### config.mk
export PLATFORM = sky130hd
export DESIGN_NAME = btn_debounce_multi
export DESIGN_NICKNAME = d
export VERILOG_FILES = /design/src/rtl/btn_debounce_multi.sv
export SDC_FILE = /design/constraint.sdc
export NUM_CORES = 1
export LEC_CHECK = 0
export CORE_UTILIZATION = 53
export CTS_CLUSTER_SIZE = 14
export DETAILED_ROUTE_END_ITERATION = 10
export GPL_TIMING_DRIVEN = 0
export PLACE_DENSITY = 0.79
export SLEW_MARGIN = 20
export SYNTH_ARGS = -nofsm -noshare
export SYNTH_HDL_FRONTEND = slang
export SYNTH_SLANG_ARGS = --single-unit
### constraint.sdc
create_clock -name clk -period 2.2 [get_ports clk]
set_input_delay 0.44 -clock clk [delete_from_list [all_inputs] [get_ports clk]]
set_output_delay 0.44 -clock clk [all_outputs]
set_load 0.1 [all_outputs]
### src/rtl/btn_debounce_multi.sv
// Multi-channel pushbutton conditioner: per channel a 2-FF synchroniser,
// a consecutive-cycle stability filter, and a press FSM producing clean
// level plus press / release / long-press / auto-repeat strobes.
module btn_debounce_multi #(
  parameter int              N_CH         = 4,
  parameter int              DEBOUNCE_CYC = 100000,
  parameter int              DB_W         = 17,
  parameter int              LONG_CYC     = 100000000,
  parameter int              REPEAT_CYC   = 20000000,
  parameter int              HOLD_W       = 27,
  parameter logic [N_CH-1:0] ACTIVE_LOW   = {N_CH{1'b0}},
  parameter int              REPEAT_EN    = 1
) (
  input  logic            clk,
  input  logic            rst_n,
  input  logic [N_CH-1:0] noisy_btn,
  output logic [N_CH-1:0] clean_btn,
  output logic [N_CH-1:0] press_pulse,
  output logic [N_CH-1:0] release_pulse,
  output logic [N_CH-1:0] long_pulse,
  output logic [N_CH-1:0] repeat_pulse
);

  localparam logic [1:0] ST_IDLE   = 2'd0;
  localparam logic [1:0] ST_HELD   = 2'd1;
  localparam logic [1:0] ST_REPEAT = 2'd2;

  // Terminal counts: a counter sitting at *_LAST completes its interval on
  // the coming edge, which makes the registered strobe land exactly
  // N cycles after the reference cycle.
  localparam logic [DB_W-1:0]   DB_LAST   = DB_W'(DEBOUNCE_CYC - 1);
  localparam logic [DB_W-1:0]   DB_ONE    = DB_W'(1);
  localparam logic [HOLD_W-1:0] LONG_LAST = HOLD_W'(LONG_CYC - 1);
  localparam logic [HOLD_W-1:0] REP_LAST  = HOLD_W'(REPEAT_CYC - 1);
  localparam logic [HOLD_W-1:0] HOLD_ONE  = HOLD_W'(1);
  localparam logic              REP_BIT   = (REPEAT_EN != 0) ? 1'b1 : 1'b0;

  logic [N_CH-1:0] r_s1;
  logic [N_CH-1:0] r_s2;

  // Two-stage synchroniser with per-channel polarity correction up front.
  always_ff @(posedge clk or negedge rst_n) begin
    if (!rst_n) begin
      r_s1 <= {N_CH{1'b0}};
      r_s2 <= {N_CH{1'b0}};
    end else begin
      r_s1 <= noisy_btn ^ ACTIVE_LOW;
      r_s2 <= r_s1;
    end
  end

  for (genvar g = 0; g < N_CH; g++) begin : g_ch
    logic [DB_W-1:0]   r_db_cnt;
    logic [HOLD_W-1:0] r_hold_cnt;
    logic [1:0]        r_state;
    logic              r_clean;
    logic              r_press;
    logic              r_release;
    logic              r_long;
    logic              r_repeat;
    logic              w_differ;
    logic              w_db_done;
    logic              w_rise;
    logic              w_fall;

    // The flip events are decoded one edge early so the FSM strobes are
    // registered on the same edge that updates the clean level.
    assign w_differ  = r_s2[g] ^ r_clean;
    assign w_db_done = (r_db_cnt == DB_LAST);
    assign w_rise    = w_differ & w_db_done & r_s2[g];
    assign w_fall    = w_differ & w_db_done & ~r_s2[g];

    // Stability filter: count consecutive disagreeing cycles, any agreeing
    // cycle restarts the count.
    always_ff @(posedge clk or negedge rst_n) begin
      if (!rst_n) begin
        r_clean  <= 1'b0;
        r_db_cnt <= {DB_W{1'b0}};
      end else if (!w_differ) begin
        r_db_cnt <= {DB_W{1'b0}};
      end else if (w_db_done) begin
        r_clean  <= r_s2[g];
        r_db_cnt <= {DB_W{1'b0}};
      end else begin
        r_db_cnt <= r_db_cnt + DB_ONE;
      end
    end

    // Press FSM; a release overrides any timer expiry in the same cycle.
    always_ff @(posedge clk or negedge rst_n) begin
      if (!rst_n) begin
        r_state    <= ST_IDLE;
        r_hold_cnt <= {HOLD_W{1'b0}};
        r_press    <= 1'b0;
        r_release  <= 1'b0;
        r_long     <= 1'b0;
        r_repeat   <= 1'b0;
      end else begin
        r_press   <= 1'b0;
        r_release <= 1'b0;
        r_long    <= 1'b0;
        r_repeat  <= 1'b0;
        if (w_fall) begin
          r_release  <= 1'b1;
          r_hold_cnt <= {HOLD_W{1'b0}};
          r_state    <= ST_IDLE;
        end else begin
          case (r_state)
            ST_IDLE: begin
              if (w_rise) begin
                r_press    <= 1'b1;
                r_hold_cnt <= {HOLD_W{1'b0}};
                r_state    <= ST_HELD;
              end else begin
                r_hold_cnt <= {HOLD_W{1'b0}};
              end
            end
            ST_HELD: begin
              if (r_hold_cnt == LONG_LAST) begin
                r_long     <= 1'b1;
                r_hold_cnt <= {HOLD_W{1'b0}};
                r_state    <= ST_REPEAT;
              end else begin
                r_hold_cnt <= r_hold_cnt + HOLD_ONE;
              end
            end
            ST_REPEAT: begin
              if (r_hold_cnt == REP_LAST) begin
                r_repeat   <= REP_BIT;
                r_hold_cnt <= {HOLD_W{1'b0}};
              end else begin
                r_hold_cnt <= r_hold_cnt + HOLD_ONE;
              end
            end
            default: begin
              r_state    <= ST_IDLE;
              r_hold_cnt <= {HOLD_W{1'b0}};
            end
          endcase
        end
      end
    end

    assign clean_btn[g]     = r_clean;
    assign press_pulse[g]   = r_press;
    assign release_pulse[g] = r_release;
    assign long_pulse[g]    = r_long;
    assign repeat_pulse[g]  = r_repeat;
  end

endmodule

==> results of run 1 <==
## cells by family after synthesis
kind of cell | count (synthesis)
buffers and inverters | 89
AOI/OAI and AO/OA | 45
DFF | 212
and+or+nand+nor | 551
adders and majority gates | 24
xor gates and xnor gates | 155
muxes | 4
## flip-flops by register name (all words and copies together) (netlist names)
| signal | count |
|---|---|
| r_s1 | 4 |
| g_ch.r_db_cnt | 68 |
| g_ch.r_press | 4 |
| g_ch.r_clean | 4 |
| g_ch.r_release | 4 |
| g_ch.r_state | 8 |
| g_ch.r_repeat | 4 |
| r_s2 | 4 |
| g_ch.r_hold_cnt | 108 |
| g_ch.r_long | 4 |
## stage by stage
step           power (W)   util  hold slack, ns
2_1_floorplan    0.00407      -           0.144
5_1_grt          0.00850  0.650           0.358
3_5_place_dp     0.00418  0.580           0.336
6_report         0.00822  0.650           0.346
3_3_place_gp     0.00417  0.576           0.333
4_1_cts          0.00832  0.635           0.350
## worst max-delay path, cell delays in order (launching register included)
cell       delay (ns)
dfrtp_1          0.39
or4_1            0.53
or4_4            0.55
o31ai_4          0.19
a21o_1           0.15
buf_6            0.15
clkbuf_16        0.16
nor2_1           0.04
## synth_stat cells, types with 2 or more instances
library cell,number,share of area
dfrtp_1,212,0.49
nor2_1,173,0.060
xor2_1,80,0.065
xnor2_1,75,0.061
nand3_1,67,0.031
nand2_1,63,0.022
nand4_1,47,0.027
nor3_1,38,0.018
inv_1,37,0.013
ha_1,24,0.028
and3_1,23,0.013
nor4_1,23,0.013
nor3b_1,21,0.015
buf_4,20,0.014
clkbuf_1,19,0.0066
and4_1,14,0.011
nor3b_2,10,0.012
or3_1,10,0.0058
a21oi_1,9,0.0042
o21ai_0,9,0.0042
nor4b_1,8,0.0065
and2_1,7,0.0041
buf_2,7,0.0032
or2_2,7,0.0041
nor2b_1,6,0.0035
and3b_1,5,0.0041
nor4bb_1,5,0.0046
o31ai_1,5,0.0035
or4_1,5,0.0035
a21o_1,4,0.0028
nand2b_1,4,0.0023
buf_6,3,0.0031
mux2_2,3,0.0031
or4bb_1,3,0.0031
a211o_1,2,0.0016
a21boi_1,2,0.0014
a31oi_1,2,0.0012
and4b_1,2,0.0019
buf_12,2,0.0037
or3_2,2,0.0014
## report_power, final
| part | switching (W) | total (W) | internal, W |
|---|---|---|---|
| Combinational | 0.000115 | 0.000161 | 0.0000454 |
| Clock | 0.00157 | 0.00411 | 0.00254 |
| Sequential | 0.0000216 | 0.00395 | 0.00393 |
| Total | 0.00171 | 0.00822 | 0.00651 |
## worst max path at each step
stage                                       from                endpoint  slack (ns)  depth (start not counted)
final                     g_ch[2].r_hold_cnt[22]  g_ch[2].r_hold_cnt[16]       -0.09                          7
after global routing      g_ch[2].r_hold_cnt[22]  g_ch[2].r_hold_cnt[14]       -0.12                          7
after CTS                 g_ch[2].r_hold_cnt[22]  g_ch[2].r_hold_cnt[13]       -0.08                          7
after detailed placement   g_ch[0].r_hold_cnt[0]  g_ch[0].r_hold_cnt[19]       -0.30                          9
after global placement                     rst_n    g_ch[3].r_db_cnt[11]       -8.08                          1
after floorplan           g_ch[2].r_hold_cnt[22]  g_ch[2].r_hold_cnt[24]        0.09                          7
## area by class of cell
class | instances | area [µm²] | share of cell area
flip-flops and latches | 212 | 5310 | 0.414
multi-input cells | 779 | 5280 | 0.412
clock buffers | 32 | 682 | 0.0532
repair buffers | 58 | 592 | 0.0462
well taps | 265 | 332 | 0.0259
plain buffers | 44 | 328 | 0.0256
clock inverters | 12 | 149 | 0.0116
inverters | 37 | 139 | 0.0108
## metal layers
metal,GRT usage,vias up
met5,0,-
met4,0.0582,0
met3,0.0290,39
met2,0.343,131
met1,0.275,3880
li1,-,3850
## what timing repair did
| item | 4_1_cts | 5_1_grt |
|---|---|---|
| buffers inserted | 16 | 11 |
| endpoints found under the hold margin | 53 | 0 |
| pin swaps | 13 | 16 |
| setup endpoints to repair | 158 | 146 |
| cloned | 1 | 2 |
| hold buffers | 1 | 0 |
| gates resized for setup | 74 | 69 |
## cell usage in the layout (no fill, tap or decap), types with 8 or more instances in the layout
cell and n:
clkbuf_1 13, clkdlybuf4s15_2 8, nor3_1 37, nand4_1 47, nor4_1 20, xnor2_1 75, clkbuf_2 14, nor3b_1 9
clkbuf_16 27, nand3_1 65, buf_4 47, nor2_1 161, xor2_1 80, o21ai_0 8, or3_1 9, dfrtp_1 208
and3_1 21, and4_1 14, ha_1 23, inv_1 37, a21oi_1 9, nand2_1 63, nor3b_2 21
==> reports/results.ini, run 1 <==
[outcome]
status=complete, but fails checks
violations=setup timing

[power_and_ir_drop]
power_density_nw_per_um2=641
vdd_drop_max_v=0.000523
leakagePower_nw=5.17

[sta]
worst_slack_ns=-0.0925
slew_headroom=0.516
fmax_ghz=0.436
min_period_over_period=1.04
fin_crit_ns=2.29
finalSetupViolCount=51
hold_viol=0
slew_viol_final=0
setup-tns-final_ns=-2.50
finClkSkew_ns=0.0159
worst_slew_pin_slew_ns=0.720
rsz0062_at_grt=true

[synthesis]
synthCells=1080
synthAdderAreaFrac=0.0278
synth_flop_cell=dfrtp_1
avgSynthCellArea_um2=9.99
synth_edf_count=0
async_flop_share=1.00
synth-compound-area-share=0.0306
synth-seq-cells=212
synth-simple-area-share=0.275
syn_nets=1110
synth_top_family_by_area=simple AND/OR/NAND/NOR gates
synthXorXnorAreaFrac=0.126
ys_seq_area_frac=0.492
synth_mux_area_frac=0.00406
synthDistinctLibCells=62
syn_area_um2=10800
yosys_warnings=0

[critical_path]
r2r_slack_ns=-0.09
worstSetupPathType=reg -> reg
rr_worst_depth=7
crit_arrival_ns=2.69
start_kind=flip-flop
regToRegEndpoint=g_ch[2].r_hold_cnt[16]
crit_required_ns=2.59
r2r-start=g_ch[2].r_hold_cnt[22]
end_kind=flip-flop
cp_max_fo=6

[route]
via_per_inst=5.49
wire_per_inst_um=14.4
drt_pass1_iterations=6
met1_length_um=9560
vias=7900
ant_nets=0
drc=0
highest_layer=met4
drt_iter0_drc=477
met2_length_um=10100
wl_met3_um=598
routed_wl_um=20700

[cts]
cts_inserted_buffers=24
cts.htree.levels=1
insertion_delay_ns=0.52
cts_root_buf=clkbuf_16
cts_tree=done
cts_sinks=212
clock_path_buffers=3
clk_pin_slew_ns=0.06

[floorplanning]
die-area_um2=20900
io_pins=26
placeableCoreArea_um2=19700
rows=51
die_y_um=145
start_util=0.547
dieWidth_um=145

[worst_hold_path]
whs_path_depth=0
min_from=r_s1[3]
min_path_type=reg -> reg
worst_hold_path.endpoint=r_s2[3]

[global_route]
grt_max_degree=87
grt_usage=0.204
antenna_found_initial=0
grt-ovfl-total=0
grt_pass1_vias=7629
grt_first_pass_wirelength_um=35000

[finish]
fillCellCount=1511
layout.nets=1186
area_delta_synth_final_pct=18.8
n_antenna_cell=0
final_cell_area_um2=12800
drive_above_1_share=0.179
final_cells=1439

[placed_design]
place_area_um2=11400
port_buffers=25
gp_congestion=0.849
place_hpwl_um=13300
dp.cells=1372
pre_cts_ws_ns=-0.299

[flow_run]
drv_cap=0

Power figures use the tool's default switching activity.
==> run 2: changes to the inputs <==
--- a/config.mk
+++ b/config.mk
@@ -5,11 +5,12 @@
 export SDC_FILE = /design/constraint.sdc
 export NUM_CORES = 1
 export LEC_CHECK = 0
-export CORE_UTILIZATION = 53
+export CORE_UTILIZATION = 40
 export CTS_CLUSTER_SIZE = 14
 export DETAILED_ROUTE_END_ITERATION = 10
 export GPL_TIMING_DRIVEN = 0
-export PLACE_DENSITY = 0.79
+export HOLD_SLACK_MARGIN = 0.12
+export PLACE_DENSITY = 0.64
 export SLEW_MARGIN = 20
 export SYNTH_ARGS = -nofsm -noshare
 export SYNTH_HDL_FRONTEND = slang
==> reports/results.ini, run 2 (synthesized netlist as in run 1, its figures left out) <==
[flow_run]
drv_cap=0  ; unchanged

[route]
drt_iter0_drc=349  ; was 477
via_per_inst=5.13  ; was 5.49
wire_per_inst_um=13.6  ; was 14.4 µm
ant_nets=0  ; unchanged
vias=7732  ; was 7900
drc=1  ; was 0
routed_wl_um=20500  ; was 20700 µm
drt_pass1_iterations=7  ; was 6

[cts]
insertion_delay_ns=0.51  ; was 0.52 ns
clock_path_buffers=3  ; unchanged
cts_tree=done  ; unchanged
clk_pin_slew_ns=0.06  ; about the same
cts_inserted_buffers=25  ; was 24
cts_root_buf=clkbuf_16  ; unchanged
cts.htree.levels=1  ; unchanged
cts_sinks=212  ; unchanged

[critical_path]
crit_required_ns=2.59  ; about the same
rr_worst_depth=7  ; unchanged
r2r-start=g_ch[3].r_db_cnt[5]  ; was g_ch[2].r_hold_cnt[22]
crit_slowest_cell=or4bb_4  ; was or4_4
end_kind=flip-flop  ; unchanged
worstSetupPathType=reg -> reg  ; unchanged
r2r_slack_ns=-0.02  ; was -0.09 ns
crit_arrival_ns=2.61  ; was 2.69 ns
start_kind=flip-flop  ; unchanged
cp_max_fo=4  ; was 6
worst_path_most_repeated_cell=buf_4
crit_path_max_incr_delay_ns=0.55  ; about the same
path_cells=or4bb_4, nor4_4, buf_4, a21boi_4, buf_4, a211o_1, a32o_1  ; was or4_1, or4_4, o31ai_4, a21o_1, buf_6, clkbuf_16, nor2_1
regToRegEndpoint=g_ch[3].r_state[0]  ; was g_ch[2].r_hold_cnt[16]

[sta]
rsz0062_at_grt=true  ; unchanged
slew_headroom=0.474  ; was 0.516
worst_slew_pin_slew_ns=0.782  ; was 0.720 ns
fin_crit_ns=2.22  ; was 2.29 ns
slew_viol_final=0  ; unchanged
setup-tns-final_ns=-0.0540  ; was -2.50 ns
worst_slack_ns=-0.0176  ; was -0.0925 ns
finClkSkew_ns=0.0128  ; was 0.0159 ns
fmax_ghz=0.451  ; was 0.436 GHz
min_period_over_period=1.01  ; was 1.04
finalSetupViolCount=5  ; was 51
hold_viol=0  ; unchanged

[floorplanning]
start_util=0.410  ; was 0.547
die_y_um=166  ; was 145 µm
rows=59  ; was 51
io_pins=26  ; unchanged
placeableCoreArea_um2=26300  ; was 19700 µm²
dieWidth_um=166  ; was 145 µm
die-area_um2=27600  ; was 20900 µm²

[finish]
largestRegisters=g_ch.r_hold_cnt (108), g_ch.r_db_cnt (68), g_ch.r_state (8)  ; unchanged
drive_above_1_share=0.176  ; was 0.179
largest_reg_flops=108  ; unchanged
layout.nets=1185  ; was 1186
final_common_cell=dfrtp_1  ; unchanged
layout_common_cells=210 x dfrtp_1, 151 x nor2_1, 80 x xor2_1  ; was 208 x dfrtp_1, 161 x nor2_1, 80 x xor2_1
n_antenna_cell=0  ; unchanged
largest-register=g_ch.r_hold_cnt  ; unchanged
area_delta_synth_final_pct=19.0  ; was 18.8%

[outcome]
violations=DRC, setup timing  ; was setup timing
status=complete, but fails checks  ; unchanged

[power_and_ir_drop]
leakagePower_nw=5.13  ; was 5.17 nW
vdd_drop_max_v=0.000396  ; was 0.000523 V
finalPower_w=0.00799  ; was 0.00822 W
power_density_nw_per_um2=623  ; was 641 nW/µm²

[placed_design]
gp_congestion=0.817  ; was 0.849
place_hpwl_um=13200  ; was 13300 µm
port_buffers=25  ; unchanged

[worst_hold_path]
min_path_type=reg -> reg  ; unchanged
worst_hold_path.endpoint=r_s2[0]  ; was r_s2[3]
min_from=r_s1[0]  ; was r_s1[3]
whs_path_depth=0  ; unchanged

[global_route]
grt-ovfl-total=0  ; unchanged
grt_usage=0.152  ; was 0.204
grt_pass1_vias=7770  ; was 7629
antenna_found_initial=0  ; unchanged
grt_first_pass_wirelength_um=35900  ; was 35000 µm
grt_max_degree=100  ; was 87

run 2: cell count changes in the layout (fill, tap and decap cells not counted), moves of 5 or more:
cell,previous run,this run
nor2_1,161,151
nor2_2,7,16
nor3b_1,9,18
buf_6,2,8
clkdlybuf4s15_2,8,13
nor3b_2,21,12
run 2: timing repair:
item	4_1_cts	5_1_grt
buffers inserted	17	10
gates resized for setup	81	66
cloned	2	2
endpoints found under the setup margin	146	144
endpoints found under the hold margin	22	0
hold buffers	1	0
pin swaps	17	11
run 2: layout make-up:
type                            count  area, µm²
Clock inverter                      3       40.0
Fill cell                        2386      13400
Multi-Input combinational cell    779       5280
Clock buffer                       40        732
Buffer                             42        314
Tap cell                          335        419
Timing Repair Buffer               58        604
Inverter                           37        139
Sequential cell                   212       5310
run 2: how the worst max path moves through the flow:
stage | startpoint | to | slack, ns | cells past startpoint
after floorplan | g_ch[2].r_hold_cnt[22] | g_ch[2].r_hold_cnt[24] | 0.09 | 7
after global placement | rst_n | g_ch[3].r_repeat | -8.36 | 1
after detailed placement | g_ch[0].r_db_cnt[12] | g_ch[0].r_hold_cnt[25] | -0.33 | 7
after CTS | g_ch[3].r_db_cnt[5] | g_ch[3].r_hold_cnt[13] | -0.03 | 7
after global routing | g_ch[3].r_db_cnt[5] | g_ch[3].r_state[0] | -0.09 | 7
final | g_ch[3].r_db_cnt[5] | g_ch[3].r_state[0] | -0.02 | 7
run 2: where the power goes:
group | internal (W) | switching [W] | total [W] | leakage, nW
clock network | 0.00237 | 0.00151 | 0.00388 | 0.378
registers | 0.00393 | 0.0000226 | 0.00395 | 2.93
logic | 0.0000451 | 0.000117 | 0.000163 | 1.82
run 2: routing by layer:
metal	routed length, µm	up-vias	global-route usage
met5	0	-	0
met3	743	27	0.0245
met2	9660	103	0.252
li1	-	3848	-
met1	9800	3754	0.205
met4	317	0	0.0459
run 2: per-stage QoR:
stage               setup slack, ns  utilization  hold slack (ns)  area, µm²  instances
floorplan                    0.0879            -            0.144      10800       1080
global placement              -8.36        0.436            0.333      11500       1440
detailed placement           -0.332        0.438            0.304      11500       1442
CTS                         -0.0254        0.478            0.343      12600       1500
global route                -0.0875        0.488            0.353      12800       1506
finish                      -0.0176        0.488            0.347      12800       1506
run 2: worst max-delay path, delay by kind of cell, from the launching register on:
kind / cells / cell delay (ns)
buf+inv: 2 / 0.33
compound gates: 3 / 0.56
flops: 1 / 0.41
simple gates: 2 / 0.79
==> run 3: changes to the inputs <==
--- a/config.mk
+++ b/config.mk
@@ -5,12 +5,12 @@
 export SDC_FILE = /design/constraint.sdc
 export NUM_CORES = 1
 export LEC_CHECK = 0
-export CORE_UTILIZATION = 40
+export CORE_UTILIZATION = 45
 export CTS_CLUSTER_SIZE = 14
 export DETAILED_ROUTE_END_ITERATION = 10
 export GPL_TIMING_DRIVEN = 0
 export HOLD_SLACK_MARGIN = 0.12
-export PLACE_DENSITY = 0.64
+export PLACE_DENSITY = 0.69
 export SLEW_MARGIN = 20
 export SYNTH_ARGS = -nofsm -noshare
 export SYNTH_HDL_FRONTEND = slang
==> reports/results.ini, run 3 (synthesized netlist as in run 1, its figures left out) <==
[cts]
cts_inserted_buffers=24  ; was 25
clk_pin_slew_ns=0.06  ; about the same
cts_tree=done  ; unchanged
clock_path_buffers=3  ; unchanged
cts.htree.levels=1  ; unchanged
cts_root_buf=clkbuf_16  ; unchanged
cts_sinks=212  ; unchanged
insertion_delay_ns=0.51  ; about the same

[sta]
rsz0062_at_grt=true  ; unchanged
fin_crit_ns=2.23  ; was 2.22 ns
finClkSkew_ns=0.0106  ; was 0.0128 ns
hold_viol=0  ; unchanged
finalSetupViolCount=7  ; was 5
hold-worst-slack_ns=0.348  ; was 0.347 ns
min_period_over_period=1.01  ; about the same
slew_viol_final=0  ; unchanged
worst_slew_pin_slew_ns=0.747  ; was 0.782 ns
slew_headroom=0.497  ; was 0.474
fmax_ghz=0.449  ; was 0.451 GHz
worst_slack_ns=-0.0276  ; was -0.0176 ns

[finish]
drive_above_1_share=0.179  ; was 0.176
n_antenna_cell=0  ; unchanged
final_common_cell=dfrtp_1  ; unchanged
fillCellCount=2042  ; was 2386
largestRegisters=g_ch.r_hold_cnt (108), g_ch.r_db_cnt (68), g_ch.r_state (8)  ; unchanged
fin_util=0.547  ; was 0.488
largest-register=g_ch.r_hold_cnt  ; unchanged
largest_reg_flops=108  ; unchanged
layout.nets=1182  ; was 1185
final_cell_area_um2=12800  ; about the same
area_delta_synth_final_pct=19.1  ; was 19.0%
layout_common_cells=209 x dfrtp_1, 166 x nor2_1, 80 x xor2_1  ; was 210 x dfrtp_1, 151 x nor2_1, 80 x xor2_1

[floorplanning]
start_util=0.459  ; was 0.410
die_y_um=157  ; was 166 µm
io_pins=26  ; unchanged
placeableCoreArea_um2=23500  ; was 26300 µm²
rows=56  ; was 59
die-area_um2=24600  ; was 27600 µm²
dieWidth_um=157  ; was 166 µm

[flow_run]
drv_cap=0  ; unchanged

[outcome]
violations=setup timing  ; was DRC, setup timing
status=complete, but fails checks  ; unchanged

[power_and_ir_drop]
p_seq_frac=0.485  ; was 0.494
combPwrFrac=0.020  ; about the same
leakagePower_nw=5.15  ; was 5.13 nW
power_density_nw_per_um2=634  ; was 623 nW/µm²
power.switching_w=0.00175  ; was 0.00165 W
p_clk_frac=0.495  ; was 0.485
sw_frac_of_total=0.214  ; was 0.206
p_int_w=0.00640  ; was 0.00634 W
vdd_drop_max_v=0.000434  ; was 0.000396 V

[placed_design]
port_buffers=25  ; unchanged
pre_cts_ws_ns=-0.272  ; was -0.332 ns
gp_congestion=0.796  ; was 0.817
place_hpwl_um=13200  ; about the same
place_area_um2=11500  ; about the same

[route]
routed_wl_um=20300  ; was 20500 µm
ant_nets=0  ; unchanged
wire_per_inst_um=13.6  ; about the same
drc=0  ; was 1
via_per_inst=5.16  ; was 5.13
drt_pass1_iterations=4  ; was 7
drt_iter0_drc=349  ; unchanged
vias=7676  ; was 7732

[global_route]
grtUsageMet1=0.228  ; was 0.205
grt_max_degree=88  ; was 100
grt-ovfl-total=0  ; unchanged
antenna_found_initial=0  ; unchanged
grt_first_pass_wirelength_um=34400  ; was 35900 µm
busiest_layer=met2  ; unchanged
grt_usage=0.168  ; was 0.152
grt_util_met2=0.281  ; was 0.252
gr-usage-met3=0.0249  ; was 0.0245
grt_pass1_vias=7577  ; was 7770

[critical_path]
r2r-start=g_ch[2].r_hold_cnt[22]  ; was g_ch[3].r_db_cnt[5]
crit_required_ns=2.60  ; was 2.59 ns
start_kind=flip-flop  ; unchanged
cp_max_fo=5  ; was 4
rr_worst_depth=7  ; unchanged
end_kind=flip-flop  ; unchanged
worstSetupPathType=reg -> reg  ; unchanged
crit_arrival_ns=2.62  ; was 2.61 ns
crit_start=g_ch[2].r_hold_cnt[22]  ; was g_ch[3].r_db_cnt[5]

[worst_hold_path]
whs_path_depth=0  ; unchanged
min_path_type=reg -> reg  ; unchanged
min_from=r_s1[3]  ; was r_s1[0]

## run 3: cell type report
class	count	area (µm²)	area share
tap	319	399	0.0311
clock buffer	33	726	0.0565
buffer	42	325	0.0253
inverter	37	139	0.0108
clock inverter	11	95.1	0.00740
sequential	212	5310	0.413
timing repair buffer	56	579	0.0451
multi-input combinational	779	5280	0.411
## run 3: power by group through the flow
stage | Clock, W | Combinational [W] | Sequential, W
2_1_floorplan | 0 | 0.0000531 | 0.00401
3_3_place_gp | 0 | 0.000153 | 0.00402
3_5_place_dp | 0 | 0.000168 | 0.00402
4_1_cts | 0.00414 | 0.000170 | 0.00395
5_1_grt | 0.00431 | 0.000192 | 0.00395
6_report | 0.00403 | 0.000161 | 0.00395
## run 3: worst max-delay path, stage by stage (launching register included)
cell and delay (ns):
dfrtp_1 0.40, or4_1 0.53, or4_4 0.47, o31ai_4 0.19
a21o_1 0.17, buf_6 0.15, clkbuf_16 0.16, nor2_1 0.04
## run 3: worst paths after layout
kind	endpoint	slack [ns]
min in group asynchronous	g_ch[2].r_hold_cnt[17]	0.43
worst max register to register	g_ch[2].r_hold_cnt[25]	-0.03
worst max-delay path	g_ch[2].r_hold_cnt[25]	-0.03
max in group asynchronous	g_ch[3].r_db_cnt[6]	1.00
worst min register to register	r_s2[3]	0.35
worst min-delay path	r_s2[3]	0.35
## run 3: routing by layer
layer / share of wire / vias to the layer above
met5: 0 / -
li1: - / 3849
met3: 0.026 / 33
met4: 0.020 / 0
met1: 0.48 / 3709
met2: 0.47 / 85
## run 3: repair_timing
action / 4_1_cts / 5_1_grt
setup buffers: 16 / 8
gates cloned: 1 / 3
hold endpoints to repair: 49 / 0
endpoints found under the setup margin: 139 / 147
pin swaps: 9 / 16
resized for setup: 77 / 66
hold buffers: 1 / 0
## run 3: metrics by stage
stage | std cells | TNS (ns) | total power, W
after global routing | 1489 | -3.29 | 0.00845
after CTS | 1484 | -0.0373 | 0.00826
final | 1489 | -0.0943 | 0.00814
after floorplan | 1080 | 0 | 0.00407
after global placement | 1424 | -1763.24 | 0.00417
after detailed placement | 1426 | -16.91 | 0.00419
